[config.mk]
export PLATFORM = sky130hd
export DESIGN_NAME = fd_system_decode
export DESIGN_NICKNAME = d
export VERILOG_FILES = /design/src/rtl/fd_system_decode_pkg.sv /design/src/rtl/fd_inst_classifier.sv /design/src/rtl/fd_system_decode.sv
export SDC_FILE = /design/constraint.sdc
export NUM_CORES = 1
export LEC_CHECK = 0
export BUFFER_PORTS_ARGS = -buffer_cell sky130_fd_sc_hd__buf_2
export CORE_UTILIZATION = 45
export DETAILED_ROUTE_END_ITERATION = 8
export HOLD_SLACK_MARGIN = 0.08
export MAX_ROUTING_LAYER = met4
export PLACE_DENSITY = 0.72
export SLEW_MARGIN = 20
export SYNTH_ARGS = -nofsm -noshare
export SYNTH_HDL_FRONTEND = slang
export SYNTH_HIERARCHICAL = 1
export SYNTH_SLANG_ARGS = --single-unit
export TNS_END_PERCENT = 10
[constraint.sdc]
create_clock -name clk -period 2.4 [get_ports clk]
set_clock_uncertainty 0.2 [all_clocks]
set_input_delay 0.6 -clock clk [delete_from_list [all_inputs] [get_ports clk]]
set_output_delay 0.6 -clock clk [all_outputs]
set_load 0.02 [all_outputs]
[src/rtl/fd_system_decode_pkg.sv]
// Shared RV32I decode constants, XB bundle types and CSR op helper for the FD stage.
// FD_DECODE_ECALL_EN adds the ECALL/EBREAK/MRET encodings.
package fd_system_decode_pkg;

    localparam logic [6:0] OPC_LUI      = 7'b0110111;
    localparam logic [6:0] OPC_AUIPC    = 7'b0010111;
    localparam logic [6:0] OPC_JAL      = 7'b1101111;
    localparam logic [6:0] OPC_JALR     = 7'b1100111;
    localparam logic [6:0] OPC_BRANCH   = 7'b1100011;
    localparam logic [6:0] OPC_LOAD     = 7'b0000011;
    localparam logic [6:0] OPC_STORE    = 7'b0100011;
    localparam logic [6:0] OPC_OP_IMM   = 7'b0010011;
    localparam logic [6:0] OPC_OP       = 7'b0110011;
    localparam logic [6:0] OPC_MISC_MEM = 7'b0001111;
    localparam logic [6:0] OPC_SYSTEM   = 7'b1110011;

    localparam logic [6:0] F7_BASE = 7'b0000000;
    localparam logic [6:0] F7_ALT  = 7'b0100000;

`ifdef FD_DECODE_ECALL_EN
    localparam logic [31:0] INST_ECALL  = 32'h0000_0073;
    localparam logic [31:0] INST_EBREAK = 32'h0010_0073;
    localparam logic [31:0] INST_MRET   = 32'h3020_0073;
`endif

    typedef enum logic [0:0] {
        ST_RUN        = 1'b0,
        ST_TRAP_DRAIN = 1'b1
    } drain_state_e;

    typedef struct packed {
        logic read;
        logic write;
        logic set;
        logic clear;
        logic imm;
    } csr_ctl_t;

    typedef struct packed {
        logic pc_misaligned;
        logic unsupported;
        logic illegal;
        logic mem_misaligned;
        logic ecall;
        logic ebreak;
    } fd_exc_t;

    typedef struct packed {
        logic [4:0]  rd;
        logic [11:0] csr;
        logic [4:0]  uimm;
    } inst_fields_t;

    localparam csr_ctl_t CSR_CTL_NONE = '{default: 1'b0};
    localparam fd_exc_t  FD_EXC_NONE  = '{default: 1'b0};

    // Zicsr op controls; CSRRW/CSRRWI also read the old value.
    function automatic csr_ctl_t csr_decode(input logic [2:0] funct3);
        csr_ctl_t ctl;
        ctl = CSR_CTL_NONE;
        case (funct3[1:0])
            2'b01:   begin ctl.read = 1'b1; ctl.write = 1'b1; end
            2'b10:   begin ctl.read = 1'b1; ctl.set   = 1'b1; end
            2'b11:   begin ctl.read = 1'b1; ctl.clear = 1'b1; end
            default: ctl = CSR_CTL_NONE;
        endcase
        ctl.imm = funct3[2];
        return ctl;
    endfunction

endpackage

[src/rtl/fd_inst_classifier.sv]
// Combinational FD classifier: RV32I legality, prioritised exception flags, CSR op controls.
// FD_DECODE_ECALL_EN turns ECALL/EBREAK into their own flags and MRET into a legal no-op.
module fd_inst_classifier
    import fd_system_decode_pkg::*;
(
    input  logic [31:0]  inst,
    input  logic [1:0]   pc_lsb,
    input  logic [1:0]   agu_lsb,
    output csr_ctl_t     csr_ctl,
    output fd_exc_t      exc,
    output inst_fields_t fields
);

    logic [6:0] opcode_s;
    logic [2:0] funct3_s;
    logic [6:0] funct7_s;
    logic       known_s;
    logic       legal_s;
    logic       mem_mis_s;
    logic       is_csr_s;
    logic       is_ecall_s;
    logic       is_ebreak_s;

    assign opcode_s = inst[6:0];
    assign funct3_s = inst[14:12];
    assign funct7_s = inst[31:25];
    assign fields   = '{rd: inst[11:7], csr: inst[31:20], uimm: inst[19:15]};

    // Opcode class, funct3/funct7 legality and access alignment.
    always_comb begin
        known_s     = 1'b1;
        legal_s     = 1'b1;
        mem_mis_s   = 1'b0;
        is_csr_s    = 1'b0;
        is_ecall_s  = 1'b0;
        is_ebreak_s = 1'b0;
        case (opcode_s)
            OPC_LUI, OPC_AUIPC, OPC_JAL: legal_s = 1'b1;
            OPC_JALR:     legal_s = (funct3_s == 3'b000);
            OPC_BRANCH:   legal_s = (funct3_s != 3'b010) && (funct3_s != 3'b011);
            OPC_LOAD: begin
                legal_s   = funct3_s inside {3'b000, 3'b001, 3'b010, 3'b100, 3'b101};
                mem_mis_s = ((funct3_s[1:0] == 2'b01) && agu_lsb[0]) ||
                            ((funct3_s == 3'b010) && (agu_lsb != 2'b00));
            end
            OPC_STORE: begin
                legal_s   = funct3_s inside {3'b000, 3'b001, 3'b010};
                mem_mis_s = ((funct3_s == 3'b001) && agu_lsb[0]) ||
                            ((funct3_s == 3'b010) && (agu_lsb != 2'b00));
            end
            OPC_OP_IMM: begin
                if (funct3_s == 3'b001) begin
                    legal_s = (funct7_s == F7_BASE);
                end else if (funct3_s == 3'b101) begin
                    legal_s = (funct7_s == F7_BASE) || (funct7_s == F7_ALT);
                end else begin
                    legal_s = 1'b1;
                end
            end
            OPC_OP: legal_s = (funct7_s == F7_BASE) ||
                              ((funct7_s == F7_ALT) && ((funct3_s == 3'b000) || (funct3_s == 3'b101)));
            OPC_MISC_MEM: legal_s = (funct3_s == 3'b000) || (funct3_s == 3'b001);
            OPC_SYSTEM: begin
                if (funct3_s == 3'b000) begin
`ifdef FD_DECODE_ECALL_EN
                    is_ecall_s  = (inst == INST_ECALL);
                    is_ebreak_s = (inst == INST_EBREAK);
                    legal_s     = (inst == INST_MRET) || is_ecall_s || is_ebreak_s;
`else
                    legal_s = 1'b0;
`endif
                end else if (funct3_s == 3'b100) begin
                    legal_s = 1'b0;
                end else begin
                    is_csr_s = 1'b1;
                end
            end
            default: known_s = 1'b0;
        endcase
    end

    // Exactly one flag, highest priority first.
    always_comb begin
        exc = FD_EXC_NONE;
        if (pc_lsb != 2'b00) begin
            exc.pc_misaligned = 1'b1;
        end else if (is_ecall_s) begin
            exc.ecall = 1'b1;
        end else if (is_ebreak_s) begin
            exc.ebreak = 1'b1;
        end else if (!known_s) begin
            exc.unsupported = 1'b1;
        end else if (!legal_s) begin
            exc.illegal = 1'b1;
        end else if (mem_mis_s) begin
            exc.mem_misaligned = 1'b1;
        end else begin
            exc = FD_EXC_NONE;
        end
    end

    assign csr_ctl = (is_csr_s && (exc == FD_EXC_NONE)) ? csr_decode(funct3_s) : CSR_CTL_NONE;

endmodule

[src/rtl/fd_system_decode.sv]
// FD decode plus FD->XB pipeline register with stall hold and post-trap bubble drain.
// FD_DECODE_ECALL_EN adds the XB ecall/ebreak exception outputs.
module fd_system_decode
    import fd_system_decode_pkg::*;
#(
    parameter int DRAIN_CYCLES = 2,
    parameter int PC_W         = 32
) (
    input  logic            clk,
    input  logic            resetb,
    input  logic            inst_valid,
    input  logic [31:0]     inst,
    input  logic [PC_W-1:0] FD_pc,
    input  logic [1:0]      agu_lsb,
    input  logic            stall,
    input  logic            initiate_illinst,
    input  logic            initiate_misaligned,
    output logic            read,
    output logic            write,
    output logic            set,
    output logic            clear,
    output logic            imm,
    output logic [4:0]      a_rd,
    output logic [11:0]     src_dst,
    output logic [4:0]      uimm,
    output logic [PC_W-1:0] XB_pc,
    output logic            XB_bubble,
    output logic            XB_FD_exception_unsupported_category,
    output logic            XB_FD_exception_illegal_instruction,
    output logic            XB_FD_exception_instruction_misaligned,
    output logic            XB_FD_exception_memory_misaligned
`ifdef FD_DECODE_ECALL_EN
    ,
    output logic            XB_FD_exception_ecall,
    output logic            XB_FD_exception_ebreak
`endif
);

    localparam int CNT_W = (DRAIN_CYCLES > 1) ? $clog2(DRAIN_CYCLES) : 1;
    localparam logic [CNT_W-1:0] DRAIN_LOAD = CNT_W'(DRAIN_CYCLES - 1);

    csr_ctl_t     cls_ctl_s;
    fd_exc_t      cls_exc_s;
    inst_fields_t cls_fld_s;

    drain_state_e     state_q, state_d;
    logic [CNT_W-1:0] cnt_q, cnt_d;
    logic             xb_bubble_q, xb_bubble_d;
    csr_ctl_t         ctl_q, ctl_d;
    fd_exc_t          exc_q, exc_d;
    inst_fields_t     fld_q, fld_d;
    logic [PC_W-1:0]  xb_pc_q, xb_pc_d;

    logic trap_s;
    logic xb_exc_pending_s;
    logic load_s;
    logic bubble_s;

    fd_inst_classifier u_classifier (
        .inst    (inst),
        .pc_lsb  (FD_pc[1:0]),
        .agu_lsb (agu_lsb),
        .csr_ctl (cls_ctl_s),
        .exc     (cls_exc_s),
        .fields  (cls_fld_s)
    );

    assign trap_s           = initiate_illinst | initiate_misaligned;
    assign xb_exc_pending_s = (exc_q != FD_EXC_NONE);

    // Drain FSM: a trap beats stall; younger instructions behind an untaken exception are squashed.
    always_comb begin
        state_d  = state_q;
        cnt_d    = cnt_q;
        load_s   = 1'b0;
        bubble_s = 1'b1;
        if (trap_s) begin
            load_s = 1'b1;
            if (DRAIN_CYCLES > 1) begin
                state_d = ST_TRAP_DRAIN;
                cnt_d   = DRAIN_LOAD;
            end else begin
                state_d = ST_RUN;
                cnt_d   = {CNT_W{1'b0}};
            end
        end else if (stall) begin
            load_s = 1'b0;
        end else begin
            load_s = 1'b1;
            case (state_q)
                ST_RUN: bubble_s = !inst_valid || xb_exc_pending_s;
                ST_TRAP_DRAIN: begin
                    if (cnt_q <= CNT_W'(1)) begin
                        state_d = ST_RUN;
                        cnt_d   = {CNT_W{1'b0}};
                    end else begin
                        cnt_d = cnt_q - CNT_W'(1);
                    end
                end
                default: begin
                    state_d = ST_RUN;
                    cnt_d   = {CNT_W{1'b0}};
                end
            endcase
        end
    end

    // XB next value; fields and PC follow FD even into bubbles so only the qualifiers matter.
    always_comb begin
        xb_bubble_d = xb_bubble_q;
        ctl_d       = ctl_q;
        exc_d       = exc_q;
        fld_d       = fld_q;
        xb_pc_d     = xb_pc_q;
        if (load_s) begin
            xb_bubble_d = bubble_s;
            fld_d       = cls_fld_s;
            xb_pc_d     = FD_pc;
            if (bubble_s) begin
                ctl_d = CSR_CTL_NONE;
                exc_d = FD_EXC_NONE;
            end else begin
                exc_d = cls_exc_s;
                ctl_d = (cls_exc_s != FD_EXC_NONE) ? CSR_CTL_NONE : cls_ctl_s;
            end
        end else begin
            xb_bubble_d = xb_bubble_q;
        end
    end

    // XB register and FSM state.
    always_ff @(posedge clk or negedge resetb) begin
        if (!resetb) begin
            state_q     <= ST_RUN;
            cnt_q       <= {CNT_W{1'b0}};
            xb_bubble_q <= 1'b1;
            ctl_q       <= CSR_CTL_NONE;
            exc_q       <= FD_EXC_NONE;
            fld_q       <= '{rd: 5'd0, csr: 12'd0, uimm: 5'd0};
            xb_pc_q     <= {PC_W{1'b0}};
        end else begin
            state_q     <= state_d;
            cnt_q       <= cnt_d;
            xb_bubble_q <= xb_bubble_d;
            ctl_q       <= ctl_d;
            exc_q       <= exc_d;
            fld_q       <= fld_d;
            xb_pc_q     <= xb_pc_d;
        end
    end

    assign read      = ctl_q.read;
    assign write     = ctl_q.write;
    assign set       = ctl_q.set;
    assign clear     = ctl_q.clear;
    assign imm       = ctl_q.imm;
    assign a_rd      = fld_q.rd;
    assign src_dst   = fld_q.csr;
    assign uimm      = fld_q.uimm;
    assign XB_pc     = xb_pc_q;
    assign XB_bubble = xb_bubble_q;
    assign XB_FD_exception_unsupported_category   = exc_q.unsupported;
    assign XB_FD_exception_illegal_instruction    = exc_q.illegal;
    assign XB_FD_exception_instruction_misaligned = exc_q.pc_misaligned;
    assign XB_FD_exception_memory_misaligned      = exc_q.mem_misaligned;
`ifdef FD_DECODE_ECALL_EN
    assign XB_FD_exception_ecall  = exc_q.ecall;
    assign XB_FD_exception_ebreak = exc_q.ebreak;
`endif

endmodule

==> impl_metrics.ini, run 1 <==
[sta]
setup_viol = 0
hold_viol = 0
fmax_ghz = 0.435
fin_setup_tns_ps = 0
rsz0062_at_grt = yes
finalCritPeriodShare = 0.959
min_period_ps = 2300
drv_slew = 0

[global_route]
grt_pass1_vias = 2578
track_usage = 0.204
grt_max_degree = 49
grt_pass1_wl_mm = 11.4
overflow = 0
antenna_found_initial = 0

[yosys]
synthXorXnorAreaFrac = 0
ys_seq_elements = 67
ys_seq_area_frac = 0.533
synth_top_area_share = 0.524
synth_area_um2 = 3150
yosys-top-cells-count = nand2_1, dfrtp_1, buf_4
synth.most_common_cell = nand2_1
synth-simple-area-share = 0.294
ys_async_sr_fraction = 1.00
synth_top_family_by_area = simple AND/OR/NAND/NOR gates
syn_inst = 356
synth_edf_count = 0
synth_flop_cell = dfrtp_1
ys_types = 44
synth-compound-area-share = 0.0635
yosysTopAreaCell = dfrtp_1
synthTopCellsByArea = dfrtp_1, nand2_1, buf_4
synthAdderAreaFrac = 0
ys_warn_count = 6
synthMuxAreaShare = 0
syn_avg_cell_area_um2 = 8.85

[critical_path]
arrival_ps = 2350
r2r_slack_ps = 830
reg2reg_from = state_q
cp_data_required_time_ps = 2450
endpoint_kind = flip-flop
r2r-end = XB_FD_exception_memory_misaligned
rr_worst_depth = 3
crit_fanout = 5
critPathLaunchType = input port
critical_path_class = in2reg

[floorplanning]
io_pins = 136
die_x_um = 85.7
start_util = 0.464
die_h_um = 85.7
core_um2 = 6790
rows = 30
dieArea_um2 = 7340

[final_layout]
finalNonFillerCells = 584
syn_to_final_growth_pct = 27.6
seqCellArea_um2 = 1680
final_cell_area_um2 = 4020
fill_cells = 639
layout.nets = 555
drive_above_1_share = 0.373
n_antenna_cell = 0
multi_input_area_um2 = 1160

[cts]
cts_buffers = 9
clkTransAtPathRegs_ps = 60
clk_path_buf_depth = 2
htree_num_levels = 3
cts-root-buf = clkbuf_8
cts_num_sinks = 67
cts_tree = yes
insertion_delay_ps = 320

[route]
drtIter0Drc = 142
wire_per_inst_um = 12.0
firstDrtPassIters = 4
num_vias = 2702
remaining_drc_errors = 0
routed_via_density = 4.63
antenna_left = 0
finalWirelength_mm = 7.04

[min_path]
min-delay-start = XB_pc[19]
worst_hold_path.num_cells = 2
min_path_type = reg2reg
hold_path_end = XB_pc[19]

[power]
peakVddDrop_mv = 0.227
power_density_nw_per_um2 = 634
leakagePower_nw = 2.19
p_total_mw = 2.55

[placed_design]
dp_hpwl_mm = 5.26
io_buffer_count = 135
place_congestion = 0.890
place_inst = 567
place_area_um2 = 3800

[run_status]
status = finished clean

[flow_run]
maxCapViolCount = 0
sequential cells by signal, summed over array words and instances (netlist names):
register,cells
read,1
write,1
imm,1
XB_FD_exception_illegal_instruction,1
XB_FD_exception_memory_misaligned,1
XB_pc,32
XB_FD_exception_instruction_misaligned,1
src_dst,12
XB_bubble,1
exc_q,2
XB_FD_exception_unsupported_category,1
uimm,5
a_rd,5
state_q,1
clear,1
set,1
per-layer routing:
metal  track usage  vias up  routed length [µm]
li1              -     1373                   -
met1         0.242     1233                3100
met2         0.345       87                3490
met3        0.0346        9                 339
met4        0.0879        0                  99
met5             -        -                   0
cell usage in the layout, fill, tap and decap left out, drive strengths merged, types with 4 or more instances in the layout:
| cell type | count |
|---|---|
| nor3 | 5 |
| dfrtp | 66 |
| buf | 155 |
| clkbuf | 11 |
| o21ai | 9 |
| nand4 | 6 |
| a22o | 6 |
| and2 | 4 |
| nor2 | 9 |
| nand2 | 171 |
| nor4 | 4 |
cell type report:
type / count / area share
Multi-Input combinational cell: 246 / 0.288
Clock inverter: 5 / 0.0131
Tap cell: 96 / 0.0299
Timing Repair Buffer: 156 / 0.214
Inverter: 3 / 0.00280
Clock buffer: 11 / 0.0352
Sequential cell: 67 / 0.417
kinds of logic (layout without fill, tap and decap cells):
group | Yosys count | count (layout)
compound gates | 27 | 27
other cells | 1 | 2
buf+inv | 44 | 175
simple gates | 217 | 217
flops | 67 | 67
stage by stage:
step           setup WS, ps  hold slack [ps]  utilization
2_1_floorplan          1.08              104            -
3_3_place_gp           -263              244        0.559
3_5_place_dp           -316              250        0.559
4_1_cts                13.1              245        0.589
5_1_grt               -27.9              253        0.592
6_report               98.5              260        0.592
report_power, final:
part	internal (mW)	leakage (nW)	switching, mW	total (mW)
Combinational	0.161	1.28	0.256	0.417
Sequential	1.20	0.811	0.0328	1.23
Clock	0.503	0.0991	0.399	0.902
Total	1.86	2.19	0.688	2.55
critical path: stages:
cell	delay (ps)
buf_2	100
or4_4	550
nor4_4	260
a221o_1	200
a2111oi_2	80
nor4_2	150
buf_4	170
nand4_1	110
o21ai_1	130
repair_timing:
item,in CTS,in global routing
resized for setup,0,3
endpoints found under the setup margin,0,5
endpoints found under the hold margin,19,0
hold buffers,1,0
setup buffers,0,0
worst max-delay path by stage:
stage	start	to	slack (ps)	cells past startpoint
after floorplan	inst[28]	clear	1	7
after global placement	inst[28]	set	-260	9
after detailed placement	inst[28]	read	-320	9
after CTS	inst[28]	read	10	9
after global routing	inst[28]	read	-30	9
final	inst[28]	read	100	9
No activity file was read; power rests on OpenSTA's default activity.
==> run 2, diff against run 1 <==
--- a/config.mk
+++ b/config.mk
@@ -6,11 +6,12 @@
 export NUM_CORES = 1
 export LEC_CHECK = 0
 export BUFFER_PORTS_ARGS = -buffer_cell sky130_fd_sc_hd__buf_2
+export CORE_ASPECT_RATIO = 1.4
 export CORE_UTILIZATION = 45
 export DETAILED_ROUTE_END_ITERATION = 8
 export HOLD_SLACK_MARGIN = 0.08
 export MAX_ROUTING_LAYER = met4
-export PLACE_DENSITY = 0.72
+export PLACE_DENSITY_LB_ADDON = 0.08
 export SLEW_MARGIN = 20
 export SYNTH_ARGS = -nofsm -noshare
 export SYNTH_HDL_FRONTEND = slang
==> run 2 against run 1 <==
Worst setup slack lost 27 ps. Combinational power is essentially flat. Power grew 7.5%. Final cell count shrank 0.34%. Worst hold slack lost 8.0 ps. Global-route usage grew 1.2 points. First-iteration DRC count grew 11%. Count of clock-buffer cells in the layout is the same. Via count grew 1.5%. Routed wire length grew 3.2%. Critical path depth is the same. Non-clock buffer count grew 2. Critical endpoint is now imm. Largest cell class unchanged. Largest power group unchanged. Highest routed layer unchanged.
==> impl_metrics.ini, run 2 (synthesis results as in run 1) <==
[final_layout]
drive_above_1_share = 0.378
final_cell_area_um2 = 4060
n_antenna_cell = 0
final_common_cell = nand2_1
finalNonFillerCells = 582
syn_to_final_growth_pct = 29.0
largest_reg_flops = 32
layout.nets = 557
layout_common_cells = nand2_1, buf_2, dfrtp_1

[critical_path]
r2r_slack_ps = 840
crit_fanout = 5
cp_data_required_time_ps = 2460
endpoint_kind = flip-flop
arrival_ps = 2390
critPathLaunchType = input port
critical_path_class = in2reg

[route]
num_vias = 2742
drtIter0Drc = 158
wire_per_inst_um = 12.5
routed_via_density = 4.71
remaining_drc_errors = 0
finalWirelength_mm = 7.26
antenna_left = 0
firstDrtPassIters = 4

[min_path]
min_path_type = in2reg

[global_route]
track_usage = 0.216
grt_pass1_vias = 2638
antenna_found_initial = 0
grt_max_degree = 68
overflow = 0
grt_pass1_wl_mm = 11.9

[flow_run]
maxCapViolCount = 0

[sta]
fmax_ghz = 0.429
finalCritPeriodShare = 0.970
drv_slew = 0
setup_viol = 0
hold_viol = 0
min_period_ps = 2330
rsz0062_at_grt = yes

[power]
power_density_nw_per_um2 = 675
peakVddDrop_mv = 0.314
leakagePower_nw = 2.21

[floorplanning]
die_h_um = 101
io_pins = 136
die_x_um = 72.7
core_um2 = 6660
dieArea_um2 = 7340
rows = 35
start_util = 0.473

[cts]
cts_buffers = 9
htree_num_levels = 3
insertion_delay_ps = 330
cts_tree = yes
clk_path_buf_depth = 2
cts-root-buf = clkbuf_8
clkTransAtPathRegs_ps = 80
cts_num_sinks = 67

[placed_design]
place_area_um2 = 3810
place_inst = 565
dp_hpwl_mm = 5.26
place_congestion = 0.811
io_buffer_count = 135

[run_status]
status = finished clean
run 2: cell count changes in the layout (fill, tap and decap cells not counted), sizes merged:
| cell | before | now |
|---|---|---|
| inv | 3 | 4 |
| clkinvlp | 1 | 2 |
| buf | 155 | 157 |
| bufinv | 1 | 2 |
| clkinv | 3 | 0 |
run 2: final cells by class:
type	count	area (µm²)
tap	92	115
timing repair buffer	158	876
inverter	3	11.3
sequential	67	1680
clock inverter	5	83.8
fill	636	2590
multi-input combinational	246	1150
clock buffer	11	151
run 2: power by group:
part | total [mW] | internal (mW) | switching [mW]
combinational | 0.418 | 0.163 | 0.256
sequential | 1.23 | 1.20 | 0.0320
clock | 1.09 | 0.646 | 0.448
total | 2.74 | 2.01 | 0.736
run 2: path summary, 6_finish.rpt:
path,startpoint,cells after the start,endpoint
min in group asynchronous,resetb,3,XB_pc[3]
setup reg to reg,state_q,3,XB_FD_exception_instruction_misaligned
hold reg to reg,XB_pc[2],2,XB_pc[2]
max in group asynchronous,resetb,3,XB_bubble
hold / removal,inst[8],3,a_rd[1]
setup / recovery,inst[28],9,imm
run 2: repair_timing:
| item | CTS | global route |
|---|---|---|
| endpoints found under the hold margin | 7 | 0 |
| gates resized for setup | 1 | 1 |
| hold buffers | 1 | 0 |
| endpoints found under the setup margin | 5 | 5 |
| buffers inserted | 0 | 0 |
run 2: worst max-delay path, stage by stage:
cell and delay [ps]:
buf_2 100, or4_4 530, nor4_2 290, a221o_1 240, a2111oi_2 90, nor4_2 140, buf_4 170, nand4_1 90
o21ai_1 140
run 2: per-stage QoR:
step                setup WS [ps]  hold slack (ps)   util  TNS, ps  power, mW
floorplan                    1.08              104      -        0       1.50
global placement             -335              244  0.572    -1700       1.67
detailed placement           -358              250  0.572    -1830       1.67
CTS                          60.1              237  0.610        0       2.78
global route                -46.0              241  0.611     -188       2.86
finish                       71.2              252  0.611        0       2.74
run 2: layer usage:
metal	share of wire	vias up	track usage
met5	0	-	-
met4	0.018	0	0.0995
met3	0.048	11	0.0360
met2	0.52	83	0.372
met1	0.41	1267	0.244
li1	-	1381	-
==> run 3, diff against run 2 <==
--- a/config.mk
+++ b/config.mk
@@ -7,7 +7,7 @@
 export LEC_CHECK = 0
 export BUFFER_PORTS_ARGS = -buffer_cell sky130_fd_sc_hd__buf_2
 export CORE_ASPECT_RATIO = 1.4
-export CORE_UTILIZATION = 45
+export CORE_UTILIZATION = 25
 export DETAILED_ROUTE_END_ITERATION = 8
 export HOLD_SLACK_MARGIN = 0.08
 export MAX_ROUTING_LAYER = met4
==> run 3 against run 2 <==
The flow now finishes with violations (negative setup slack). Combinational power is 2% higher. Final area increased by 3.8%. Worst setup slack got worse by 93 ps. Register-to-register slack better by 20 ps. Worst hold slack got worse by 160 ps. Routed wire length grew 18%. Sequential cell count did not move. Global-route usage down 7.4 points. Critical path depth grew 1. Sequential share of layout area is 1.5 points lower. Critical path type unchanged.
==> impl_metrics.ini, run 3 (synthesis results as in run 1) <==
[run_status]
status = complete, but fails checks
violations = negative setup slack

[power]
pwr-share-clk = 0.438
switchingPower_mw = 0.762
power_density_nw_per_um2 = 700
swShare = 0.258
p_int_mw = 2.19
p_total_mw = 2.95
pwr-share-comb = 0.144
leakagePower_nw = 2.26
peakVddDrop_mv = 0.250
pwr-share-seq = 0.418

[final_layout]
layout_common_cells = nand2_1, buf_2, dfrtp_1
syn_to_final_growth_pct = 33.8
final_common_cell = nand2_1
fill_cells = 1311
largest_reg_flops = 32
fin_util = 0.342
n_antenna_cell = 0
multi_input_area_um2 = 1150
drive_above_1_share = 0.381
layout.nets = 560
seqCellArea_um2 = 1680

[critical_path]
endpoint_kind = flip-flop
critPathMaxStageDelay_ps = 550
critical_path_class = in2reg
arrival_ps = 2470
critPathLaunchType = input port
slowest_stage = or4_4
cp_data_required_time_ps = 2450
r2r_slack_ps = 860
crit_buf_inv = 3
crit_family = simple AND/OR/NAND/NOR gates
path_cells = buf_2 > or4_4 > nor4_2 > buf_4 > a221o_1 > a2111oi_2 > nor4_2 > buf_4 > nand4_1 > o21ai_1
crit_fanout = 5

[global_route]
grt_pass1_vias = 2815
overflow = 0
antenna_found_initial = 0
grt_pass1_wl_mm = 14.0
track_usage = 0.142
grt_max_degree = 68

[cts]
insertion_delay_ps = 320
clkTransAtPathRegs_ps = 60
cts_tree = yes
hold_buffers = 0
cts-root-buf = clkbuf_16
htree_num_levels = 3
cts_num_sinks = 67
cts_buffers = 9
cts_setup_buffers = 0
clk_path_buf_depth = 2

[route]
routed_via_density = 4.31
remaining_drc_errors = 0
antenna_left = 0
num_vias = 2773
firstDrtPassIters = 4
wire_per_inst_um = 13.3
top_layer_used = met4
wl_met2_mm = 4.58
routedLengthMet1_mm = 3.38
wl_met3_um = 354
drtIter0Drc = 64
finalWirelength_mm = 8.57

[floorplanning]
die_h_um = 135
core_um2 = 12300
die_x_um = 96.9
dieArea_um2 = 13100
start_util = 0.256
io_pins = 136
rows = 48

[min_path]
min_path_type = in2async

[sta]
drv_slew = 0
finalCritPeriodShare = 1.01
fin_setup_tns_ps = -74.4
min_period_ps = 2420
fmax_ghz = 0.413
hold_viol = 0
rsz0062_at_grt = yes
hold_slack_ps = 87.3
setup_viol = 5
finalWorstSetupSlack_ps = -21.4

[placed_design]
place_congestion = 0.828
dp_hpwl_mm = 6.26
io_buffer_count = 135

[flow_run]
maxCapViolCount = 0
## run 3: power by group through the flow
stage | registers, mW | logic [mW] | clock network (mW)
2_1_floorplan | 1.34 | 0.158 | 0
3_3_place_gp | 1.25 | 0.433 | 0
3_5_place_dp | 1.25 | 0.433 | 0
4_1_cts | 1.23 | 0.435 | 1.35
5_1_grt | 1.24 | 0.474 | 1.39
6_report | 1.23 | 0.425 | 1.29
## run 3: worst paths after layout
check | startpoint | endpoint | depth (start not counted)
max | inst[28] | clear | 10
min | resetb | XB_pc[28] | 2
max reg2reg | state_q | XB_FD_exception_unsupported_category | 3
min reg2reg | src_dst[5] | src_dst[5] | 2
max in group asynchronous | resetb | XB_bubble | 2
min in group clk | src_dst[5] | src_dst[5] | 2
## run 3: stage by stage
| step | instance area (µm²) | setup slack (ps) | instances |
|---|---|---|---|
| after floorplan | 3150 | 1.08 | 357 |
| after global routing | 4220 | -168 | 643 |
| after global placement | 3910 | -372 | 627 |
| final | 4220 | -21.4 | 643 |
| after CTS | 4220 | -21.4 | 643 |
| after detailed placement | 3910 | -379 | 627 |
## run 3: per-layer routing
metal / global-route usage / vias to the layer above
met1: 0.150 / 1288
met3: 0.0228 / 15
met4: 0.0813 / 0
met2: 0.251 / 82
li1: - / 1388
met5: - / -
## run 3: cell type report
class                   instances  area share
inverters                       3     0.00267
clock buffers                  11      0.0576
clock inverters                 5      0.0125
well taps                     150      0.0445
repair buffers                161       0.212
multi-input cells             246       0.272
flip-flops and latches         67       0.398
## run 3: repair_timing
action / 4_1_cts / 5_1_grt
endpoints found under the setup margin: 5 / 5
resized for setup: 2 / 0
pin swaps: 1 / 0
gates cloned: 0 / 0
## run 3: worst register-to-register path, stage by stage (launching register included)
cell and delay [ps]:
dfrtp_1 390, nor4b_1 350, and3_1 370, a22o_1 170
